File: src/rtl/nes_pad_reader_pkg.sv
// Shared NES pad constants: button bit positions, frame width, default poll timing.
// Also holds the FSM state encoding used by the pad reader.
package nes_pad_reader_pkg;

  localparam int NES_BITS  = 8;

  localparam int BTN_A      = 0;
  localparam int BTN_B      = 1;
  localparam int BTN_SELECT = 2;
  localparam int BTN_START  = 3;
  localparam int BTN_UP     = 4;
  localparam int BTN_DOWN   = 5;
  localparam int BTN_LEFT   = 6;
  localparam int BTN_RIGHT  = 7;

  // 50 MHz core: 12 us latch, 6 us half-period, 60 Hz poll
  localparam int unsigned DEF_LATCH_CYCLES = 600;
  localparam int unsigned DEF_HALF_CYCLES  = 300;
  localparam int unsigned DEF_POLL_CYCLES  = 833333;

  typedef enum logic [2:0] {
    ST_IDLE,
    ST_LATCH,
    ST_GAP,
    ST_CLK_HI,
    ST_CLK_LO,
    ST_UPDATE
  } pad_state_t;

  function automatic int unsigned max2(input int unsigned a, input int unsigned b);
    return (a > b) ? a : b;
  endfunction

endpackage

File: src/rtl/nes_pad_reader_if.sv
// Pad-side serial pins plus game-side button state; master is the reader, slave the pad/game.
// No backpressure: outputs are level/pulse signals the consumer must sample when buttons_valid fires.
interface nes_pad_reader_if;
  import nes_pad_reader_pkg::*;

  logic                nes_in;
  logic                nes_latch;
  logic                nes_clk;
  logic [NES_BITS-1:0] buttons;
  logic [NES_BITS-1:0] pressed;
  logic                buttons_valid;

  modport master (
    input  nes_in,
    output nes_latch, nes_clk, buttons, pressed, buttons_valid
  );

  modport slave (
    output nes_in,
    input  nes_latch, nes_clk, buttons, pressed, buttons_valid
  );

endinterface

File: src/rtl/nes_pad_reader_sync_2ff.sv
// Two-flop synchronizer for one asynchronous bit; 2-cycle latency, no backpressure.
// Reset value is a parameter so an idle-high line reads as inactive out of reset.
module nes_pad_reader_sync_2ff #(
  parameter logic RST_VAL = 1'b1
) (
  input  logic clk,
  input  logic rst,
  input  logic d,
  output logic q
);

  logic meta;

  always_ff @(posedge clk) begin
    if (rst) begin
      meta <= RST_VAL;
      q    <= RST_VAL;
    end else begin
      meta <= d;
      q    <= meta;
    end
  end

endmodule

File: src/rtl/nes_pad_reader.sv
// Polls an NES pad each frame and reports held/newly-pressed buttons; result lands LATCH+15*HALF+1 cycles
// after frame start. No backpressure: buttons_valid/pressed are single-cycle pulses.
module nes_pad_reader
  import nes_pad_reader_pkg::*;
#(
  parameter int unsigned LATCH_CYCLES = DEF_LATCH_CYCLES,
  parameter int unsigned HALF_CYCLES  = DEF_HALF_CYCLES,
  parameter int unsigned POLL_CYCLES  = DEF_POLL_CYCLES
) (
  input  logic             clk,
  input  logic             hard_reset,
  nes_pad_reader_if.master pad
);

  localparam int unsigned PH_W = $clog2(max2(LATCH_CYCLES, HALF_CYCLES));
  localparam int unsigned PW   = $clog2(POLL_CYCLES);

  pad_state_t          state, state_nxt;
  logic [PH_W-1:0]     phase;
  logic [PW-1:0]       poll_cnt;
  logic [2:0]          pulse_cnt;
  logic [NES_BITS-1:0] shift;
  logic                nes_sync;
  logic                phase_last;
  logic                sample_en;

  nes_pad_reader_sync_2ff #(.RST_VAL(1'b1)) u_sync (
    .clk (clk),
    .rst (hard_reset),
    .d   (pad.nes_in),
    .q   (nes_sync)
  );

  always_ff @(posedge clk) begin
    if (hard_reset) state <= ST_IDLE;
    else            state <= state_nxt;
  end

  always_comb begin
    state_nxt = state;
    case (state)
      ST_IDLE:   if (poll_cnt == '0) state_nxt = ST_LATCH;
      ST_LATCH:  if (phase_last) state_nxt = ST_GAP;
      ST_GAP:    if (phase_last) state_nxt = ST_CLK_HI;
      ST_CLK_HI: if (phase_last) state_nxt = ST_CLK_LO;
      ST_CLK_LO: if (phase_last) state_nxt = (pulse_cnt == 3'd7) ? ST_UPDATE : ST_CLK_HI;
      ST_UPDATE: state_nxt = ST_IDLE;
      default:   state_nxt = ST_IDLE;
    endcase
  end

  always_comb begin
    pad.nes_latch = 1'b0;
    pad.nes_clk   = 1'b0;
    phase_last    = 1'b0;
    case (state)
      ST_LATCH: begin
        pad.nes_latch = 1'b1;
        phase_last    = (phase == PH_W'(LATCH_CYCLES - 1));
      end
      ST_GAP, ST_CLK_LO: phase_last = (phase == PH_W'(HALF_CYCLES - 1));
      ST_CLK_HI: begin
        pad.nes_clk = 1'b1;
        phase_last  = (phase == PH_W'(HALF_CYCLES - 1));
      end
      default: ;
    endcase
    // bit0 is presented during latch; bits 1..7 settle while nes_clk is high
    sample_en = phase_last && (state == ST_LATCH || state == ST_CLK_HI);
  end

  always_ff @(posedge clk) begin
    if (hard_reset) begin
      poll_cnt  <= '0;
      phase     <= '0;
      pulse_cnt <= '0;
    end else begin
      poll_cnt <= (poll_cnt == PW'(POLL_CYCLES - 1)) ? '0 : poll_cnt + PW'(1);
      if (state_nxt != state || state == ST_IDLE || state == ST_UPDATE)
        phase <= '0;
      else
        phase <= phase + PH_W'(1);
      if (state == ST_LATCH)
        pulse_cnt <= '0;
      else if (state == ST_CLK_HI && phase_last)
        pulse_cnt <= pulse_cnt + 3'd1;
    end
  end

  always_ff @(posedge clk) begin
    if (hard_reset) begin
      shift             <= '0;
      pad.buttons       <= '0;
      pad.pressed       <= '0;
      pad.buttons_valid <= 1'b0;
    end else begin
      pad.pressed       <= '0;
      pad.buttons_valid <= 1'b0;
      if (sample_en)
        shift <= {nes_sync, shift[NES_BITS-1:1]};
      if (state == ST_UPDATE) begin
        pad.buttons       <= ~shift;
        pad.pressed       <= ~shift & ~pad.buttons;
        pad.buttons_valid <= 1'b1;
      end
    end
  end

endmodule
File: src/flat_wrapper.sv
// flat-port wrapper written by rule: the top's interface ports become plain ports
module nes_pad_reader_flat import nes_pad_reader_pkg::*;
#(
  parameter int unsigned LATCH_CYCLES = DEF_LATCH_CYCLES,
  parameter int unsigned HALF_CYCLES  = DEF_HALF_CYCLES,
  parameter int unsigned POLL_CYCLES  = DEF_POLL_CYCLES
)
  (clk, hard_reset, pad_nes_in, pad_nes_latch, pad_nes_clk, pad_buttons, pad_pressed, pad_buttons_valid);
  nes_pad_reader_if pad_i ();
  input  logic clk;
  input  logic hard_reset;
  input wire logic [$bits(pad_i.nes_in)-1:0] pad_nes_in;
  output wire logic [$bits(pad_i.nes_latch)-1:0] pad_nes_latch;
  output wire logic [$bits(pad_i.nes_clk)-1:0] pad_nes_clk;
  output wire logic [$bits(pad_i.buttons)-1:0] pad_buttons;
  output wire logic [$bits(pad_i.pressed)-1:0] pad_pressed;
  output wire logic [$bits(pad_i.buttons_valid)-1:0] pad_buttons_valid;
  assign pad_i.nes_in = pad_nes_in;
  assign pad_nes_latch = pad_i.nes_latch;
  assign pad_nes_clk = pad_i.nes_clk;
  assign pad_buttons = pad_i.buttons;
  assign pad_pressed = pad_i.pressed;
  assign pad_buttons_valid = pad_i.buttons_valid;
  nes_pad_reader #(.LATCH_CYCLES(LATCH_CYCLES), .HALF_CYCLES(HALF_CYCLES), .POLL_CYCLES(POLL_CYCLES)) u_core (.clk(clk), .hard_reset(hard_reset), .pad(pad_i));
endmodule
File: config.mk
export PLATFORM = sky130hd
export DESIGN_NAME = nes_pad_reader_flat
export DESIGN_NICKNAME = d
export VERILOG_FILES = /design/src/rtl/nes_pad_reader_pkg.sv /design/src/rtl/nes_pad_reader_if.sv /design/src/rtl/nes_pad_reader_sync_2ff.sv /design/src/rtl/nes_pad_reader.sv /design/src/flat_wrapper.sv
export SDC_FILE = /design/constraint.sdc
export NUM_CORES = 1
export LEC_CHECK = 0
export CAP_MARGIN = 20
export CORE_ASPECT_RATIO = 0.8
export CORE_UTILIZATION = 42
export CTS_CLUSTER_SIZE = 24
export DETAILED_ROUTE_END_ITERATION = 8
export PLACE_DENSITY = 0.59
export SYNTH_ARGS = -nofsm -noshare
export SYNTH_HDL_FRONTEND = slang
export SYNTH_SLANG_ARGS = --single-unit
File: constraint.sdc
create_clock -name clk -period 4.15 [get_ports clk]
set_input_delay 0.83 -clock clk [delete_from_list [all_inputs] [get_ports clk]]
set_output_delay 0.83 -clock clk [all_outputs]
set_load 0.005 [all_outputs]
==> run metrics, run 1 <==
status=finished, final reports clean; Power Total=0.001199 W; via-per-instance ratio=just over 5; die height=approximately 73 um; Ports=22; Hold-fix buffers, CTS=0; Fin. Hold Viols=0; port bufs=21; GRT Util Overall=0.1649; commonest non-fill, non-tap cell in the layout=dfxtp_1; Synth Cell Area=around 0.0027 mm2; CP Launch Type=flip-flop; initial antenna violation count=0; hpwl dp=between 3000 and 4000 um; Post-layout nets=318; Via Count=between 2000 and 2500; placed instance count=380; Mapped Avg Cell Area=around 9.2 um2; die span in x=about 91 um; drt drc=0; row count=25; Final ANT Viol Nets=0; Clock Skew=0.007597 ns; crit path max fanout=10; Final Cycle Share=0.6803; core area=~0.0060 mm2; sequential area share after synthesis=0.4717; Crit Path Class=flip-flop to output pin; crit-path cells=inv_1, nor3_1, clkdlybuf4s50_1; Max Clock Freq=roughly 0.35 GHz; CP required=between 3 and 4 ns; WP buf/inv=2; relative slew slack=0.5786; Yosys top cell area share=0.4717; Syn Inst Count=between 200 and 300; MaxCap Viol Count=0; Max stage delay on crit path=approximately 0.6 ns; largest net degree at the start of global routing=21; Routed wire per std cell=about 13 um; Max rail drop VDD=around 0.23 mV; min-delay worst type=flip-flop to flip-flop; Layout area overhead=17.27%; most frequent cells in the layout=dfxtp_1 (63), nor2_1 (43), clkdlybuf4s50_1 (21); Place WS=around 1.6 ns; clk root buf=clkbuf_8; clock period minus worst slack=approximately 2.8 ns; starting DRC count in detailed routing=60; global route overflow=0; Warnings, synthesis=0; router iterations before antenna repair=4; DIE AREA=roughly 0.0067 mm2; number of antenna diodes=0; Cell Count, Final, Fillers Out=just under 400; Num CTS Buffers=9; count of cell types in the netlist=42; Synth Register Bits=63; Slew Limit Fails=0; final setup TNS=0 ns; postcts setup bufs=0; final worst slack=1.327 ns; worst-margin pin slew=0.6263 ns; Max Root-Sink Buffers=2; RSZ-0062 raised after global routing=false; Power per Cell Area=~380 mW/mm2; vias in the first global route=~1800; Initial Util=0.4429; Synthesized Nets=298; CP Capture Type=output pin; CTS tree=built; Synth area leader=dfxtp_1; synth top area cells=dfxtp_1 (47%), nor2_1 (6.0%), xor2_1 (4.6%); Worst Path Arrival=1.99 ns; routed wire length=approximately 5100 um; CTS Sinks=63; Leak=roughly 1.1 nW; layout cells sized above 1=0.09206; Largest delay share family, worst path=buffers and inverters; # H-tree levels=3; worst skew pair latency=about 0.33 ns; register clock-pin slew on the reported worst setup and hold paths=about 0.070 ns; post_cts resized=0; gpl congestion=0.7899; first-pass GRT wire length=8611 um; slowest CP cell=clkdlybuf4s50_1; Setup-failing EPs final=0
==> cell families (layout without fill, tap and decap cells) <==
family	after synthesis	in the layout	share of synthesized area
AND/OR/NAND/NOR	125	125	0.2377
flip-flops	63	63	0.4717
AO/OA/AOI/OAI	36	36	0.1011
XOR/XNOR	26	26	0.08517
buffers and inverters	23	48	0.03603
multiplexers	12	12	0.04492
adder cells (fa/ha/maj)	5	5	0.02340
==> power breakdown <==
group / switching, W / internal [W] / leakage (nW)
logic: 0.0000342 / 0.0000164 / 0.543
clock network: 0.000240 / 0.000290 / 0.0981
registers: 0.00000795 / 0.000610 / 0.509
==> registers in the layout (all words and copies together), names as in the netlist <==
register / count
u_core.phase: 10
u_core.pad.buttons: 8
u_core.pulse_cnt: 3
u_core.u_sync.meta: 1
u_core.pad.pressed: 8
u_core.pad.buttons_valid: 1
u_core.shift: 8
u_core.state: 3
u_core.u_sync.q: 1
u_core.poll_cnt: 20
==> final timing paths <==
path	endpoint	startpoint	depth (start not counted)	slack, ns
max reg2reg	u_core.phase[9]	u_core.phase[0]	6	2.15
min reg2reg	u_core.u_sync.q	u_core.u_sync.meta	1	0.43
max	pad_nes_latch	u_core.state[0]	3	1.33
min	u_core.u_sync.q	u_core.u_sync.meta	1	0.43
==> layout make-up <==
cell class | instances | area (um2)
clock buffers | 10 | 137.6
clock inverters | 6 | 60.06
fillers | 553 | 2902
inverters | 9 | 33.78
multi-input cells | 204 | 1316
flip-flops and latches | 63 | 1261
well taps | 81 | 101.3
repair buffers | 23 | 225.2
==> per-stage QoR <==
step	cell area (um2)	util	hold WS, ns
finish	3136	0.5194	0.4258
global route	3136	0.5194	0.4440
CTS	3136	0.5194	0.4305
detailed placement	2938	0.4866	0.4135
global placement	2938	0.4866	0.3983
floorplan	2674	-	0.3895
==> synthesized netlist by cell type (all sizes together) <==
master    n
or3       2
o2111ai   1
nor3b     1
xnor2    12
and2      1
inv       9
and4b     1
o21ai     4
or2       2
nand4    10
mux2i    12
o31ai     1
buf       8
nand2    13
dfxtp    63
a31oi     1
or3b      1
o211ai    3
a31o      1
clkbuf    6
and4      1
nand2b    2
or4       4
a211oi   16
a221oi    1
nor2     44
and3      3
nand3    11
a21o      1
nand3b    1
xor2     14
a221o     1
ha        5
a21oi     6
nor4      6
nor2b     4
nor3     18
==> layer usage <==
metal,share of wire,up-vias,GRT usage
li1,-,1069,-
met1,0.54,924,0.2202
met2,0.42,32,0.2500
met3,0.031,6,0.05280
met4,0.010,0,0.06349
met5,0,-,0
Note: power is estimated with default switching activity, not from simulation.
==> inputs of run 2 (changes only) <==
- clock period: 4.15 -> 2.7 ns (I/O delays scaled with it)
==> run metrics, run 2 (synthesized netlist as in run 1, its figures left out) <==
hpwl dp=between 3000 and 4000 um; register clock-pin slew on the reported worst setup and hold paths=about 0.080 ns; Clock Skew=a little over 0.01 ns; Final Cycle Share=0.8842; RSZ-0062 raised after global routing=false; clk root buf=clkbuf_8; most frequent cells in the layout=dfxtp_1 (63), nor2_1 (43), clkdlybuf4s50_1 (21); Clk network pwr share=0.466; via-per-instance ratio=5.179; commonest non-fill, non-tap cell in the layout=dfxtp_1; drt drc=0; Max Clock Freq=0.4189 GHz; clock period minus worst slack=between 2 and 2.5 ns; CP Capture Type=output pin; relative slew slack=0.5693; global route overflow=0; origin of the worst setup path=u_core.state[0]; Hold-fix buffers, CTS=0; status=finished, final reports clean; Fin. Hold Viols=0; Hold WS=slightly above 0.4 ns; Post-layout nets=approximately 320; die span in x=91.21 um; min-delay worst type=flip-flop to flip-flop; Final ANT Viol Nets=0; Int Pwr=0.001484 W; core area=about 0.006 mm2; vias in the first global route=1893; final setup TNS=0 ns; routed wire length=5040 um; postcts setup bufs=0; Crit Path Class=flip-flop to output pin; Slew Limit Fails=0; Num CTS Buffers=9; Power Total=around 0.0019 W; die height=between 70 and 80 um; Switch Pwr=0.0004388 W; CTS tree=built; Power per Cell Area=a little over 600 mW/mm2; first-pass GRT wire length=8797 um; largest net degree at the start of global routing=27; initial antenna violation count=0; # H-tree levels=3; sw frac=0.2282; starting DRC count in detailed routing=between 50 and 60; number of antenna diodes=0; fill cell count=approximately 570; gpl congestion=about 0.77; register name with the most flops=u_core.poll_cnt; router iterations before antenna repair=4; R2R Path Start=u_core.phase[0]; CP required=approximately 2.2 ns; row count=25; port bufs=21; Layout area overhead=18.30%; Cell Count, Final, Fillers Out=396; Via Count=between 2000 and 2500; DIE AREA=approximately 0.0067 mm2; Initial Util=0.4429; MaxCap Viol Count=0; placed instance count=between 300 and 400; CP Launch Type=flip-flop; Worst Path Arrival=approximately 1.9 ns; Routed wire per std cell=12.73 um; Sequential Power Share=0.493; GRT Util Overall=0.1693; post_cts resized=0; CTS Sinks=63; Top Registers=u_core.poll_cnt x20, u_core.phase x10; worst skew pair latency=0.34 ns; crit path max fanout=10; Max Root-Sink Buffers=2; Comb power frac=0.041; worst-margin pin slew=roughly 0.64 ns; Setup-failing EPs final=0; HP Start=u_core.u_sync.meta; layout cells sized above 1=0.09524; Ports=22; Max rail drop VDD=between 0.3 and 0.4 mV; Leak=1.154 nW; Largest register FFs=20
[run 2: power groups by stage]
stage / combinational [W] / sequential, W / clock (W)
finish: 0.0000784 / 0.000949 / 0.000896
global route: 0.0000886 / 0.000951 / 0.000962
CTS: 0.0000779 / 0.000949 / 0.000922
detailed placement: 0.0000774 / 0.000970 / 0
global placement: 0.0000769 / 0.000970 / 0
floorplan: 0.0000600 / 0.000964 / 0
[run 2: cell type report]
cell class	instances	area, um2	share of cell area
multi-input cells	204	1321	0.4177
flip-flops and latches	63	1261	0.3987
repair buffers	23	225.2	0.07120
clock buffers	9	123.9	0.03916
well taps	81	101.3	0.03204
clock inverters	7	96.34	0.03046
inverters	9	33.78	0.01068
[run 2: per-stage QoR]
stage	utilization	cell area, um2	worst slack (ns)
floorplan	-	2674	0.9409
global placement	0.4866	2938	0.5059
detailed placement	0.4866	2938	0.5309
CTS	0.5231	3158	0.1623
global route	0.5239	3163	0.09432
finish	0.5239	3163	0.3127
[run 2: worst paths after layout]
check,end,slack [ns],cells after the start
worst max register to register,u_core.phase[8],0.73,6
worst min register to register,u_core.u_sync.q,0.41,1
worst min-delay path,u_core.u_sync.q,0.41,1
worst max-delay path,pad_nes_clk,0.31,3
[run 2: critical path, cell delays in order (launching register included)]
cell	delay, ns
dfxtp_1	0.49
nor2b_1	0.30
and2_1	0.22
clkdlybuf4s50_1	0.51
[run 2: per-layer routing]
metal	track usage	wire length, um	vias to the layer above
li1	-	-	1066
met1	0.2291	2634	949
met2	0.2475	2127	29
met3	0.06211	227	7
met4	0.06349	51	0
met5	0	0	-
